## config.mk

```make
export PLATFORM = sky130hd
export DESIGN_NAME = rob_commit_flat
export DESIGN_NICKNAME = d
export VERILOG_FILES = /design/src/rtl/rob_pkg.sv /design/src/rtl/rob_commit_if.sv /design/src/rtl/rob_ptr.sv /design/src/rtl/rob_commit.sv /design/src/flat_wrapper.sv
export SDC_FILE = /design/constraint.sdc
export NUM_CORES = 1
export LEC_CHECK = 0
export ABC_AREA = 1
export BUFFER_PORTS_ARGS = -buffer_cell sky130_fd_sc_hd__buf_4
export CAP_MARGIN = 20
export CORE_MARGIN = 10
export CORE_UTILIZATION = 56
export CTS_BUF_LIST = sky130_fd_sc_hd__clkbuf_8
export CTS_CLUSTER_SIZE = 40
export DETAILED_ROUTE_END_ITERATION = 6
export GPL_TIMING_DRIVEN = 0
export PLACE_DENSITY = 0.88
export SLEW_MARGIN = 40
export SYNTH_ARGS = -nofsm -noshare
export SYNTH_HDL_FRONTEND = slang
export SYNTH_SLANG_ARGS = --single-unit
```

## constraint.sdc

```tcl
create_clock -name clk -period 2.25 [get_ports clk]
set_clock_uncertainty 0.2 [all_clocks]
set_input_delay 0 -clock clk [delete_from_list [all_inputs] [get_ports clk]]
set_output_delay 0 -clock clk [all_outputs]
set_load 0.1 [all_outputs]
```

## src/rtl/rob_pkg.sv

```systemverilog
// rtl/rob_pkg.sv - shared constants and entry types for the reorder buffer
package rob_pkg;
   localparam int ROB_DEPTH = 8;
   localparam int TAG_W     = $clog2(ROB_DEPTH);
   localparam int DATA_W    = 32;
   localparam int REG_W     = 5;

   typedef logic [TAG_W-1:0] rob_tag_t;

   typedef struct packed {
      logic              busy;
      logic              ready;
      logic [REG_W-1:0]  dest;
      logic [DATA_W-1:0] value;
   } rob_entry_t;
endpackage

```

## src/rtl/rob_commit_if.sv

```systemverilog
// rtl/rob_commit_if.sv - dispatch, write-back, commit and status signals of the reorder buffer
interface rob_commit_if
   import rob_pkg::*;
();
   logic              alloc_valid;
   logic [REG_W-1:0]  alloc_dest;
   logic              alloc_ready;
   rob_tag_t          alloc_tag;
   logic              wb_valid;
   rob_tag_t          wb_tag;
   logic [DATA_W-1:0] wb_value;
   logic              commit_valid;
   logic [REG_W-1:0]  commit_reg;
   logic [DATA_W-1:0] commit_value;
   rob_tag_t          commit_tag;
   logic [TAG_W:0]    rob_count;
   logic              rob_full;
   logic              rob_empty;
   logic              wb_err;

   modport master (
      output alloc_valid, alloc_dest, wb_valid, wb_tag, wb_value,
      input  alloc_ready, alloc_tag, commit_valid, commit_reg, commit_value,
             commit_tag, rob_count, rob_full, rob_empty, wb_err
   );

   modport slave (
      input  alloc_valid, alloc_dest, wb_valid, wb_tag, wb_value,
      output alloc_ready, alloc_tag, commit_valid, commit_reg, commit_value,
             commit_tag, rob_count, rob_full, rob_empty, wb_err
   );
endinterface

```

## src/rtl/rob_ptr.sv

```systemverilog
// rtl/rob_ptr.sv - head/tail pointers and occupancy count of the reorder buffer
module rob_ptr
   import rob_pkg::*;
(
   input  logic           clk,
   input  logic           rst,
   input  logic           inc_head,
   input  logic           inc_tail,
   output rob_tag_t       head,
   output rob_tag_t       tail,
   output logic [TAG_W:0] count,
   output logic           full,
   output logic           empty
);
   always_ff @(posedge clk) begin
      if (rst) begin
         head  <= '0;
         tail  <= '0;
         count <= '0;
      end else begin
         head <= head + rob_tag_t'(inc_head);
         tail <= tail + rob_tag_t'(inc_tail);
         // Simultaneous allocate and retire leaves occupancy unchanged.
         case ({inc_tail, inc_head})
            2'b10:   count <= count + (TAG_W+1)'(1);
            2'b01:   count <= count - (TAG_W+1)'(1);
            default: count <= count;
         endcase
      end
   end

   assign full  = (count == (TAG_W+1)'(ROB_DEPTH));
   assign empty = (count == '0);
endmodule

```

## src/rtl/rob_commit.sv

```systemverilog
// rtl/rob_commit.sv - in-order retirement reorder buffer; ROB_WB_BYPASS_EN lets a head write-back retire in the same edge
module rob_commit
   import rob_pkg::*;
(
   input  logic         clk,
   input  logic         rst,
   rob_commit_if.slave  bus
);
   rob_entry_t        entries [ROB_DEPTH];
   rob_tag_t          head;
   rob_tag_t          tail;
   logic [TAG_W:0]    count;
   logic              full;
   logic              empty;
   logic              alloc_fire;
   logic              wb_ok;
   logic              head_ready;
   logic              commit_fire;
   logic [DATA_W-1:0] commit_data;

   rob_ptr u_ptr (
      .clk      (clk),
      .rst      (rst),
      .inc_head (commit_fire),
      .inc_tail (alloc_fire),
      .head     (head),
      .tail     (tail),
      .count    (count),
      .full     (full),
      .empty    (empty)
   );

   assign alloc_fire = bus.alloc_valid && !full;
   // An entry allocated this cycle is not yet busy, so a same-cycle write-back to it is rejected.
   assign wb_ok      = bus.wb_valid && entries[bus.wb_tag].busy && !entries[bus.wb_tag].ready;
   assign head_ready = entries[head].busy && entries[head].ready;

`ifdef ROB_WB_BYPASS_EN
   // Head ready and head bypass are exclusive: the bypass needs the head not yet ready.
   assign commit_fire = head_ready || (wb_ok && (bus.wb_tag == head));
   assign commit_data = head_ready ? entries[head].value : bus.wb_value;
`else
   assign commit_fire = head_ready;
   assign commit_data = entries[head].value;
`endif

   always_ff @(posedge clk) begin
      if (rst) begin
         for (int i = 0; i < ROB_DEPTH; i++) begin
            entries[i].busy  <= 1'b0;
            entries[i].ready <= 1'b0;
         end
      end else begin
         if (wb_ok) begin
            entries[bus.wb_tag].value <= bus.wb_value;
            entries[bus.wb_tag].ready <= 1'b1;
         end
         // Later assignment wins, so a bypassed head is freed rather than marked ready.
         if (commit_fire) begin
            entries[head].busy  <= 1'b0;
            entries[head].ready <= 1'b0;
         end
         if (alloc_fire) begin
            entries[tail].busy  <= 1'b1;
            entries[tail].ready <= 1'b0;
            entries[tail].dest  <= bus.alloc_dest;
         end
      end
   end

   always_ff @(posedge clk) begin
      if (rst) begin
         bus.commit_valid <= 1'b0;
         bus.commit_reg   <= '0;
         bus.commit_value <= '0;
         bus.commit_tag   <= '0;
         bus.wb_err       <= 1'b0;
      end else begin
         bus.commit_valid <= commit_fire;
         if (commit_fire) begin
            bus.commit_reg   <= entries[head].dest;
            bus.commit_value <= commit_data;
            bus.commit_tag   <= head;
         end
         if (bus.wb_valid && !wb_ok) begin
            bus.wb_err <= 1'b1;
         end
      end
   end

   assign bus.alloc_ready = !full;
   assign bus.alloc_tag   = tail;
   assign bus.rob_count   = count;
   assign bus.rob_full    = full;
   assign bus.rob_empty   = empty;
endmodule
```

## src/flat_wrapper.sv

```systemverilog
// flat-port wrapper written by rule: the top's interface ports become plain ports
module rob_commit_flat import rob_pkg::*;
  (clk, rst, bus_alloc_valid, bus_alloc_dest, bus_wb_valid, bus_wb_tag, bus_wb_value, bus_alloc_ready, bus_alloc_tag, bus_commit_valid, bus_commit_reg, bus_commit_value, bus_commit_tag, bus_rob_count, bus_rob_full, bus_rob_empty, bus_wb_err);
  rob_commit_if bus_i ();
  input  logic clk;
  input  logic rst;
  input wire logic [$bits(bus_i.alloc_valid)-1:0] bus_alloc_valid;
  input wire logic [$bits(bus_i.alloc_dest)-1:0] bus_alloc_dest;
  input wire logic [$bits(bus_i.wb_valid)-1:0] bus_wb_valid;
  input wire logic [$bits(bus_i.wb_tag)-1:0] bus_wb_tag;
  input wire logic [$bits(bus_i.wb_value)-1:0] bus_wb_value;
  output wire logic [$bits(bus_i.alloc_ready)-1:0] bus_alloc_ready;
  output wire logic [$bits(bus_i.alloc_tag)-1:0] bus_alloc_tag;
  output wire logic [$bits(bus_i.commit_valid)-1:0] bus_commit_valid;
  output wire logic [$bits(bus_i.commit_reg)-1:0] bus_commit_reg;
  output wire logic [$bits(bus_i.commit_value)-1:0] bus_commit_value;
  output wire logic [$bits(bus_i.commit_tag)-1:0] bus_commit_tag;
  output wire logic [$bits(bus_i.rob_count)-1:0] bus_rob_count;
  output wire logic [$bits(bus_i.rob_full)-1:0] bus_rob_full;
  output wire logic [$bits(bus_i.rob_empty)-1:0] bus_rob_empty;
  output wire logic [$bits(bus_i.wb_err)-1:0] bus_wb_err;
  assign bus_i.alloc_valid = bus_alloc_valid;
  assign bus_i.alloc_dest = bus_alloc_dest;
  assign bus_i.wb_valid = bus_wb_valid;
  assign bus_i.wb_tag = bus_wb_tag;
  assign bus_i.wb_value = bus_wb_value;
  assign bus_alloc_ready = bus_i.alloc_ready;
  assign bus_alloc_tag = bus_i.alloc_tag;
  assign bus_commit_valid = bus_i.commit_valid;
  assign bus_commit_reg = bus_i.commit_reg;
  assign bus_commit_value = bus_i.commit_value;
  assign bus_commit_tag = bus_i.commit_tag;
  assign bus_rob_count = bus_i.rob_count;
  assign bus_rob_full = bus_i.rob_full;
  assign bus_rob_empty = bus_i.rob_empty;
  assign bus_wb_err = bus_i.wb_err;
  rob_commit u_core (.clk(clk), .rst(rst), .bus(bus_i));
endmodule
```

# Word-level counts from Yosys, hierarchy flattened
# Memory sizes are Yosys's and may differ from the RTL's. A register that Yosys moved wholly into a read port is not among the register bits.
# Index checks and enable logic that the tools add are counted.
# word_totals
in_bits,44
word_cells,51
n_memories,1
regBits,52
mem_bits_rw,312
# op_classes
mux,22
add_sub_neg,4
eq_ne,3
n_reduce_logical,13
# memory_table
memory,words,width,read_ports,rd_clocked_by_memory_dff,write_ports,line_no,rtl
u_core.entries,8,39,2,1,8,rob_commit.sv:9,rob_entry_t entries [ROB_DEPTH];
# ops
op,count
$mux W39,3
$reduce_or A39 Y1,3
$mux W3,5
$mux W1,11
$pmux W4 S2,1
$add A3 B1 Y3,2
$logic_and A1 B1 Y1,5
$add A4 B1 Y4 const B,1
$eq A4 B4 Y1 const B,1
$logic_not A4 Y1,1
$mux W4,1
$sub A4 B1 Y4 const B,1
$logic_not A1 Y1,3
$eq A2 B1 Y1 const B,1
$eq A2 B2 Y1 const B,1
$mux W2,1
$reduce_bool A2 Y1,1

# Logic depth before layout (Yosys ltp)
# Gate-level depths: netlist of the first run.
# depth
ltp_word,8
mapped_depth,21

# Modules after synthesis
# Synthesis of the first run repeated with hierarchy kept, for this count alone.
# unflattened
hier_cells,1143
hier_area_um2,13922.1
# modules_own_cells
module,n_inst,cells_each,seq_area_each_um2,area_per_inst_um2
rob_commit,1,1075,10049.6,13390.3
rob_ptr,1,68,200.2,531.8

# Worst setup path before layout of the first run
# Ideal clock, no wire load.
# synth_timing
path_kind,register to register
from,register u_core.u_ptr.count[1]
to,register u_core.u_ptr.count[3]
stages_incl_launch_ff,14
setup_ps,119
period_less_slack_ps,3458
required_ps,1931
path_slack_ps,-1208
n_path_buf,0
t_arrival_ps,3139
cell_sequence,dfxtp_1 > or2_1 > nor2_1 > nand2_1 > nand2_2 > ha_1 > xor2_1 > nand2_1 > nor2_1 > nand2_1 > nand2_1 > nand3_1 > nand2_1 > nor2_1
# synth_between
elab_chain_len,5
elab_cells_between_ends,9
cone_classes,2 x add/sub; 3 x eq/ne; 1 x mux; 3 x reduce/logical
# synth_rtl
item,line_no,rtl
start: declaration,rob_ptr.sv:11,"output logic [TAG_W:0] count,"
start signal: assignment,rob_ptr.sv:25,2'b10: count <= count + (TAG_W+1)'(1);
start signal: assignment,rob_ptr.sv:26,2'b01: count <= count - (TAG_W+1)'(1);
start signal: assignment,rob_ptr.sv:27,default: count <= count;
$eq A4 B4 Y1 (*),rob_ptr.sv:32,assign full = (count == (TAG_W+1)'(ROB_DEPTH));
$logic_not A1 Y1 (*),--,
named net bus_alloc_ready,flat_wrapper.sv:12,output wire logic [$bits(bus_i.alloc_ready)-1:0] bus_alloc_ready;
$logic_and A1 B1 Y1 (*),rob_commit.sv:33,assign alloc_fire = bus.alloc_valid && !full;
$eq A2 B1 Y1 or $eq A2 B2 Y1 (tied branches),rob_ptr.sv:24,"case ({inc_tail, inc_head})"
$pmux W4 S2 or $reduce_bool A2 Y1 (tied branches),--,
# Mark *: on every way through the listed nets, which the timed path passes. The rest lies on a longest branch.
# A chain may end at the register's enable or synchronous reset.

==> metrics.csv, run 1 <==
stage;metric;value;unit
synth;synthCells;1062;
drt;initialDrtViolationCount;2187;
synth;ys_types;36;
sta;period_share;1.05;
status;violations;setup timing;
floorplan;initial_core_util;0.568;
clocking;clock_latency;0.62;ns
synth;yosys_warnings;0;
critical_path;crit_buf_inv;3;
synth;synth_ff_type;edfxtp_1;
sta;hold_viol;0;
clocking;cts.path.max_buffers;3;
critical_path;cp-start-kind;flop;
synth;yosysMostFrequentCell;edfxtp_1;
clocking;htreeDepth;2;
cells_and_area;fin_nets;1355;
clocking;cts_sinks;364;
power_and_ir_drop;max-vdd-ir-drop;0.606;mV
floorplan;num_rows;57;
synth;synth-async-reset-ratio;0;
grt;grt_overflow;0;
critical_path;critPathKind;flop to flop;
cells_and_area;area_delta_synth_final;26.3;%
sta;setup_ws;-0.111;ns
critical_path;crit_top_cell;nand2_1;
grt;grt_first_pass_wirelength;60600;um
floorplan;ios;96;
critical_path;critPathMaxStageDelay;0.37;ns
floorplan;core;0.0242;sq mm
sta;drv_slew;0;
placement;dpl-instance-area;0.0150;sq mm
grt;grt_start_max_net_pins;33;
synth;synth.net_count;1111;
clocking;clkTransAtPathRegs;0.06;ns
critical_path;cp.arrival;2.64;ns
sta;fmax;424;MHz
drt;drtAntennaViolNets;0;
clocking;cts_tree;built;
synth;synth_area_leaders;edfxtp_1 (64%), dfxtp_1 (9.9%), nand2_1 (6.5%), nor2_1 (2.1%), a22oi_1 (1.5%);
placement;port_buffers;94;
sta;rsz0062_at_grt;yes;
drt;dr.pass1.iters;6;
critical_path;slowest_stage;dfxtp_4;
synth;synth_common_cells;edfxtp_1 (296), nand2_1 (239), nor2_1 (76);
cells_and_area;drive_gt1_frac;0.218;
drt;post-route-drc-count;0;
critical_path;cp_max_fo;6;
sta;setup_viol;56;
job;max_cap_viol_count;0;
synth;synth_area_leader_cell;edfxtp_1;
grt;first_global_vias;10300;
synth;synth_edf_count;296;
synth;syn-mean-instance-area;13.0;sq um
drt;routed_wirelength;44600;um
critical_path;worstPathRequired;2.53;ns
synth;yosys.area.top_type_share;0.645;
power_and_ir_drop;power_density;757;mW/mm^2
drt;wire_per_inst;26.6;um
floorplan;dieWidth;177;um
grt;antenna_found_initial;3;
sta;slew_headroom;0.430;
floorplan;die-area;0.0313;sq mm
synth;syn-cell-area;0.0138;sq mm
clocking;cts_buffers;53;
sta;fin_crit;2.36;ns
synth;ys_seq_elements;364;
sta;worst_pin_slew;0.852;ns
placement;dp_hpwl;22600;um
drt;num_vias;10900;
floorplan;die_y;177;um
clocking;root_buffer;clkbuf_8;
min_path;hp-class;input port to flop;
drt;viasPerCell;6.52;
cells_and_area;largest_register_ffs;312;
status;status;complete, but fails checks;
grt;grt.total_usage;0.255;
cells_and_area;stdcell_area;0.0174;sq mm
synth;yosysSeqAreaShare;0.744;
critical_path;path_cells;inv_4 -> buf_8 -> nand2_2 -> nand2_1 -> nand2_1 -> nand2_1 -> nand2_2 -> nand2_4 -> nand2_8 -> inv_12 -> ha_4 -> xor2_4 -> nand2_1 -> nor2_1 -> nand2_1 -> nand2_1 -> nand3_1 -> nand2_1 -> nor2_1;
power_and_ir_drop;p_leak;6.60;nW
critical_path;crit_family;simple AND/OR/NAND/NOR gates;
critical_path;end_kind;flop;
placement;dp_slack;-0.348;ns
placement;place_congestion;0.927;
cells_and_area;utilization;0.718;
stage by stage:
stage	setup TNS [ns]	hold WS, ns	instances	total power, mW
after CTS	-0.0151	0.000582	1659	13.0
final	-1.35	0.00629	1677	13.2
after global placement	-197.06	0.0278	1480	7.84
after global routing	-12.56	0.0113	1677	13.4
after detailed placement	-5.77	0.0305	1482	7.86
after floorplan	-0.0257	-0.101	1062	7.67
worst paths after layout:
| check | start | endpoint | slack (ns) | depth (start not counted) |
|---|---|---|---|---|
| max | u_core.u_ptr.head[0] | u_core.u_ptr.count[3] | -0.11 | 19 |
| min | bus_wb_value[12] | u_core.entries[0][12] | 0.006 | 2 |
| min reg2reg | u_core.entries[6][37] | u_core.entries[6][37] | 0.27 | 2 |
| max reg2reg | u_core.u_ptr.head[0] | u_core.u_ptr.count[3] | -0.11 | 19 |
area by class of cell:
cell class | instances | area (sq um)
flip-flops and latches | 364 | 10300
fillers | 1342 | 6840
multi-input cells | 588 | 3240
repair buffers | 186 | 1640
clock buffers | 60 | 826
inverters | 63 | 419
well taps | 324 | 405
plain buffers | 47 | 358
clock inverters | 40 | 221
repair inverters | 3 | 26.3
diodes | 2 | 5.00
metal layers:
layer | up-vias | routed length, um | track usage
met5 | - | 0 | 0
met4 | 0 | 3340 | 0.157
met3 | 322 | 6510 | 0.0717
met2 | 1223 | 20400 | 0.406
met1 | 5028 | 14400 | 0.305
li1 | 4357 | - | -
kinds of logic after synthesis:
family          after synthesis  share of synthesized area
xor+xnor                      4                    0.00254
compound gates              171                     0.0830
buf+inv                     111                     0.0407
fa+ha+maj                     5                    0.00454
simple gates                407                      0.126
flops                       364                      0.744
layout by cell type (no fill, tap or decap), types with 4 or more instances in the layout:
cell type	instances
a21oi_1	24
a221oi_1	20
a221oi_2	4
a22o_1	24
a22oi_1	25
a31oi_1	16
and3_1	7
buf_2	12
buf_4	113
buf_6	11
bufinv_16	8
clkbuf_1	4
clkbuf_4	9
clkbuf_8	60
clkinv_1	7
dfxtp_1	63
dlygate4sd3_1	75
edfxtp_1	296
inv_1	71
inv_2	7
inv_4	5
inv_6	4
nand2_1	231
nand2_2	8
nand3_1	30
nand3_2	5
nand4_1	28
nor2_1	68
nor2_2	6
nor2_4	4
nor3_1	6
o21ai_0	10
o21ai_1	41
where the power goes:
part / leakage [nW] / switching [mW] / internal [mW]
clock network: 0.633 / 2.62 / 2.68
registers: 3.21 / 0.0296 / 7.30
logic: 2.75 / 0.336 / 0.213
total: 6.60 / 2.99 / 10.2
repair_timing:
item | in CTS | in global routing
buffers inserted | 4 | 10
cloned | 0 | 4
hold endpoints to repair | 374 | 8
gates resized for setup | 24 | 75
hold buffers | 74 | 2
endpoints found under the setup margin | 201 | 275
pin swaps | 1 | 11
Power figures use the tool's default switching activity.
==> inputs of run 2 (changes only) <==
CORE_UTILIZATION = 60   (was 56)
PLACE_DENSITY = 0.89   (was 0.88)
clock period = 2.38 ns   (was 2.25 ns; I/O delays follow)
==> run 2 against run 1 <==
  * Global-route usage rose by 2.5 points
  * Critical endpoint is now u_core.bus.commit_value[23]
  * First-iteration DRC count is 18% lower
  * Utilization increased by 3.8 points
  * Worst hold slack worse by 0.0050 ns
  * Design area fell by 1.7%
  * Wire length shrank 6.0%
  * Flip-flop and latch count stayed put
  * Cell count down 2.3%
  * Sequential share of layout area increased by 1.0 points
  * Total power fell by 5.6%
  * Highest routed layer unchanged
  * The run ends with DRC, setup timing left
  * Via count down 4.3%
  * Register-to-register slack improved by 0.04 ns
==> metrics.csv, run 2 (synthesis results as in run 1) <==
stage;metric;value;unit
critical_path;worstPathRequired;2.69;ns
power_and_ir_drop;p_leak;6.51;nW
drt;post-route-drc-count;1;
grt;first_global_vias;10500;
critical_path;r2r-end;u_core.bus.commit_value[23];
sta;setup_ws;-0.0686;ns
critical_path;cp-start-kind;flop;
floorplan;initial_core_util;0.609;
cells_and_area;final_cell_mix;edfxtp_1 (296), nand2_1 (238), buf_4 (115);
clocking;cts_buffers;54;
critical_path;cp.arrival;2.75;ns
grt;grt_first_pass_wirelength;61700;um
floorplan;die-area;0.0294;sq mm
sta;setup_viol;4;
sta;holdWs;0.00129;ns
placement;dp_hpwl;22600;um
sta;fmax;408;MHz
grt;grt_overflow;0;
power_and_ir_drop;clkPwrFrac;0.403;
sta;setup-tns-final;-0.140;ns
clocking;clock_latency;0.62;ns
grt;grt_start_max_net_pins;33;
critical_path;slowest_stage;dfxtp_4;
floorplan;core;0.0226;sq mm
floorplan;dieWidth;172;um
sta;fin_crit;2.45;ns
sta;period_share;1.03;
critical_path;path_cells;inv_2 -> buf_6 -> buf_12 -> buf_4 -> nand3_2 -> inv_2 -> buf_6 -> clkbuf_4 -> a22oi_2 -> nand3_1 -> nor2_1 -> nor2_1;
min_path;hp-class;input port to flop;
power_and_ir_drop;p_sw_frac;0.230;
drt;num_vias;10500;
status;status;complete, but fails checks;
critical_path;critPathMaxStageDelay;0.40;ns
placement;placed_cells;1443;
power_and_ir_drop;internal_power;9.58;mW
floorplan;ios;96;
sta;worst_pin_slew;0.863;ns
drt;viasPerCell;6.38;
drt;initialDrtViolationCount;1799;
sta;hold_viol;0;
critical_path;end_kind;flop;
drt;wire_per_inst;25.6;um
placement;place_congestion;0.876;
cells_and_area;stdcell_count;1638;
cells_and_area;antenna_cells;0;
drt;drtAntennaViolNets;0;
critical_path;regToRegSetupSlack;-0.07;ns
grt;grt.total_usage;0.281;
cells_and_area;drive_gt1_frac;0.208;
critical_path;critPathKind;flop to flop;
power_and_ir_drop;p_sw;2.87;mW
sta;drv_slew;0;
floorplan;num_rows;55;
drt;routed_wirelength;42000;um
placement;port_buffers;94;
power_and_ir_drop;pwr-share-seq;0.557;
clocking;cts.path.max_buffers;3;
clocking;htreeDepth;2;
status;violations;DRC, setup timing;
cells_and_area;largest_register_ffs;312;
clocking;root_buffer;clkbuf_8;
job;max_cap_viol_count;0;
drt;dr.pass1.iters;7;
power_and_ir_drop;power_density;727;mW/mm^2
grt;antenna_found_initial;0;
critical_path;r2r_start;u_core.u_ptr.head[0];
cells_and_area;n_fill_cell;1159;
critical_path;cp_max_fo;10;
clocking;cts_tree;built;
cells_and_area;fin_nets;1356;
clocking;clkTransAtPathRegs;0.08;ns
critical_path;critPathLaunch;u_core.u_ptr.head[0];
critical_path;endpoint;u_core.bus.commit_value[23];
power_and_ir_drop;p_comb_frac;0.041;
clocking;cts_sinks;364;
floorplan;die_y;172;um
cells_and_area;area_delta_synth_final;24.1;%
sta;rsz0062_at_grt;yes;
sta;slew_headroom;0.422;
power_and_ir_drop;max-vdd-ir-drop;0.419;mV
cells_and_area;mostFrequentLayoutCell;edfxtp_1;
critical_path;rr_worst_depth;12;
==> run 2: cell count changes in the layout (fill, tap and decap cells not counted), sizes merged, moves of 2 or more <==
cell,previous run,this run
buf,143,151
diode,2,0
dlygate4sd3,75,77
clkinv,9,18
inv,89,82
bufinv,8,0
==> run 2: stage by stage <==
step                      power (mW)  setup slack, ns  instance area, sq um   util
final                           12.4          -0.0686                 17100  0.756
after CTS                       12.3         -0.00973                 16800  0.744
after global routing            12.7           -0.143                 17100  0.756
after detailed placement        7.42           -0.388                 15000  0.661
after floorplan                 7.25           0.0132                 13800      -
after global placement          7.41           -0.678                 14900  0.658
==> run 2: critical path, delay by kind of cell (launching register included) <==
| family | cells | cell delay, ns |
|---|---|---|
| compound gates | 1 | 0.24 |
| buf+inv | 7 | 0.93 |
| simple gates | 4 | 0.59 |
| flops | 1 | 0.40 |
==> run 2: layer usage <==
layer	up-vias	GRT usage	part of all wire
met5	-	0	0
met4	0	0.166	0.063
met3	248	0.0823	0.14
met2	976	0.449	0.47
met1	4882	0.332	0.33
li1	4350	-	-
==> run 2: layout make-up <==
class / count / area (sq um) / share of cell area
Buffer: 47 / 328 / 0.0192
Sequential cell: 364 / 10300 / 0.600
Multi-Input combinational cell: 587 / 3130 / 0.183
Tap cell: 285 / 357 / 0.0208
Clock buffer: 64 / 881 / 0.0515
Clock inverter: 38 / 188 / 0.0110
Timing Repair Buffer: 190 / 1670 / 0.0977
Inverter: 63 / 292 / 0.0170
==> run 2: repair_timing <==
item                                    in CTS  in global routing
gates resized for setup                      7                 40
endpoints found under the hold margin      374                  5
setup buffers                                2                 15
pin swaps                                    0                  4
endpoints found under the setup margin       4                255
hold buffers                                76                  1
==> run 2: power groups by stage <==
| stage | combinational, mW | sequential (mW) | clock, mW |
|---|---|---|---|
| 3_3_place_gp | 0.347 | 7.06 | 0 |
| 4_1_cts | 0.468 | 6.93 | 4.88 |
| 6_report | 0.504 | 6.93 | 5.01 |
| 3_5_place_dp | 0.363 | 7.06 | 0 |
| 5_1_grt | 0.532 | 6.93 | 5.25 |
| 2_1_floorplan | 0.125 | 7.13 | 0 |
==> run 2: how the worst min path moves through the flow <==
stage | start | end | slack, ns | cells past startpoint
finish | bus_alloc_dest[2] | u_core.entries[0][34] | 0.001 | 2
global route | bus_alloc_dest[2] | u_core.entries[1][34] | 0.0009 | 2
CTS | bus_wb_value[5] | u_core.entries[2][5] | 0.004 | 2
detailed placement | bus_wb_value[30] | u_core.entries[1][30] | 0.03 | 1
global placement | bus_wb_value[30] | u_core.entries[7][30] | 0.03 | 1
floorplan | bus_wb_value[0] | u_core.entries[0][0] | -0.10 | 0
==> inputs of run 3 (changes only) <==
CORE_UTILIZATION = 62   (was 60)
PLACE_DENSITY = 0.92   (was 0.89)
==> run 3 against run 2 <==
  * The flow finishes with violations (DRC, hold timing, setup timing)
  * Sequential power is essentially flat
  * Sequential share of layout area increased by 0.74 points
  * Worst hold slack lost 0.0064 ns
  * Clock power is 4% higher
  * Flip-flop and latch count stayed put
  * Register-to-register slack got worse by 0.02 ns
  * Global-route usage is 0.46 points higher
  * Largest cell class unchanged
  * Via count rose by 4.4%
  * Die area down 2.9%
  * Maximum frequency decreased by 0.91%
  * Cell count fell by 1.7%
  * Highest routed layer is now met5
==> metrics.csv, run 3 (synthesis results as in run 1) <==
stage;metric;value;unit
power_and_ir_drop;power_density;745;mW/mm^2
power_and_ir_drop;p_comb_frac;0.038;
cells_and_area;stdcell_area;0.0169;sq mm
power_and_ir_drop;p_sw;2.82;mW
critical_path;rr_worst_depth;9;
drt;post-route-drc-count;3;
sta;period_share;1.04;
critical_path;worstPathRequired;2.65;ns
critical_path;path_cells;buf_4 -> inv_2 -> nand3_1 -> inv_2 -> clkbuf_4 -> a221oi_2 -> nand3_1 -> nor2_1 -> nor2_1;
grt;grt_overflow;0;
floorplan;initial_core_util;0.632;
min_path;hp-class;input port to flop;
drt;num_vias;10900;
sta;fmax;405;MHz
sta;setup_ws;-0.0912;ns
clocking;cts.path.max_buffers;3;
sta;fin_crit;2.47;ns
grt;antenna_found_initial;1;
critical_path;critPathMaxStageDelay;0.40;ns
status;violations;DRC, hold timing, setup timing;
floorplan;core;0.0218;sq mm
critical_path;end_kind;flop;
cells_and_area;fin_nets;1335;
sta;drv_slew;0;
drt;dr.pass1.iters;7;
clocking;cts_buffers;54;
clocking;cts_tree;built;
grt;grt.total_usage;0.285;
floorplan;ios;96;
clocking;clock_latency;0.61;ns
cells_and_area;drive_gt1_frac;0.213;
critical_path;crit_cells;9;
floorplan;num_rows;54;
power_and_ir_drop;p_sw_frac;0.224;
critical_path;cp-start-kind;flop;
placement;port_buffers;94;
power_and_ir_drop;clkPwrFrac;0.412;
placement;dpl-instance-area;0.0149;sq mm
sta;setup_viol;8;
clocking;cts_sinks;364;
clocking;htreeDepth;2;
critical_path;cp_max_fo;10;
placement;dp_hpwl;23200;um
power_and_ir_drop;p_leak;6.43;nW
drt;wire_per_inst;27.9;um
clocking;root_buffer;clkbuf_8;
critical_path;crit_buf_inv;4;
sta;worst_pin_slew;0.848;ns
grt;grt_first_pass_wirelength;62100;um
drt;drtAntennaViolNets;0;
floorplan;die_y;169;um
critical_path;critPathKind;flop to flop;
power_and_ir_drop;pwr-share-seq;0.550;
critical_path;slowest_stage;a221oi_2;
critical_path;cp.arrival;2.74;ns
floorplan;dieWidth;169;um
power_and_ir_drop;internal_power;9.78;mW
power_and_ir_drop;max-vdd-ir-drop;0.556;mV
drt;initialDrtViolationCount;2263;
sta;rsz0062_at_grt;yes;
clocking;clkTransAtPathRegs;0.07;ns
cells_and_area;mostFrequentLayoutCell;edfxtp_1;
grt;grt_start_max_net_pins;33;
min_path;hold_depth;2;
status;status;complete, but fails checks;
cells_and_area;n_fill_cell;1042;
sta;hold_viol;9;
job;max_cap_viol_count;0;
sta;holdWs;-0.00510;ns
sta;slew_headroom;0.433;
drt;viasPerCell;6.78;
grt;first_global_vias;10500;
cells_and_area;largest_register_ffs;312;
cells_and_area;area_delta_synth_final;22.6;%
drt;routed_wirelength;44900;um
critical_path;crit_family;buffers and inverters;
placement;place_congestion;0.908;
cells_and_area;final_cell_mix;edfxtp_1 (296), nand2_1 (235), buf_4 (113);
floorplan;die-area;0.0286;sq mm
-- run 3: path summary, 6_finish.rpt --
path / slack [ns] / end / from
worst min-delay path: -0.005 / u_core.entries[4][12] / bus_wb_value[12]
worst min register to register: 0.28 / u_core.entries[6][37] / u_core.entries[6][37]
worst max register to register: -0.09 / u_core.bus.commit_value[15] / u_core.u_ptr.head[2]
worst max-delay path: -0.09 / u_core.bus.commit_value[15] / u_core.u_ptr.head[2]
-- run 3: layout make-up --
cell class | instances | area (sq um) | share of cell area
repair buffers | 168 | 1440 | 0.0853
inverters | 63 | 297 | 0.0175
flip-flops and latches | 364 | 10300 | 0.607
plain buffers | 47 | 325 | 0.0192
clock inverters | 30 | 153 | 0.00903
diodes | 1 | 2.50 | 0.000148
well taps | 280 | 350 | 0.0207
clock buffers | 69 | 950 | 0.0562
multi-input cells | 588 | 3120 | 0.185
-- run 3: what timing repair did --
| action | 4_1_cts | 5_1_grt |
|---|---|---|
| pin swaps | 1 | 9 |
| setup endpoints to repair | 3 | 288 |
| gates cloned | 0 | 3 |
| hold buffers | 57 | 1 |
| gates resized for setup | 6 | 39 |
| endpoints found under the hold margin | 342 | 2 |
| buffers inserted | 3 | 11 |
-- run 3: stage by stage --
| step | power (mW) | utilization | setup WS, ns | cells | setup TNS [ns] |
|---|---|---|---|---|---|
| 2_1_floorplan | 7.25 | - | 0.0132 | 1062 | 0 |
| 3_3_place_gp | 7.41 | 0.682 | -0.617 | 1436 | -146.64 |
| 3_5_place_dp | 7.43 | 0.683 | -0.357 | 1436 | -0.861 |
| 4_1_cts | 12.4 | 0.762 | 0.00384 | 1594 | 0 |
| 5_1_grt | 12.8 | 0.775 | -0.130 | 1610 | -1.53 |
| 6_report | 12.6 | 0.775 | -0.0912 | 1610 | -0.348 |
-- run 3: per-layer routing --
layer / track usage / part of all wire / up-vias
li1: - / - / 4298
met1: 0.350 / 0.32 / 5039
met2: 0.458 / 0.46 / 1267
met3: 0.0845 / 0.16 / 310
met4: 0.136 / 0.062 / 2
met5: 0 / 0.00018 / -
-- run 3: power by group through the flow --
stage | clock (mW) | sequential (mW) | combinational [mW]
after floorplan | 0 | 7.13 | 0.125
after global placement | 0 | 7.06 | 0.348
after detailed placement | 0 | 7.06 | 0.365
after CTS | 5.00 | 6.93 | 0.448
after global routing | 5.36 | 6.93 | 0.506
final | 5.19 | 6.93 | 0.484
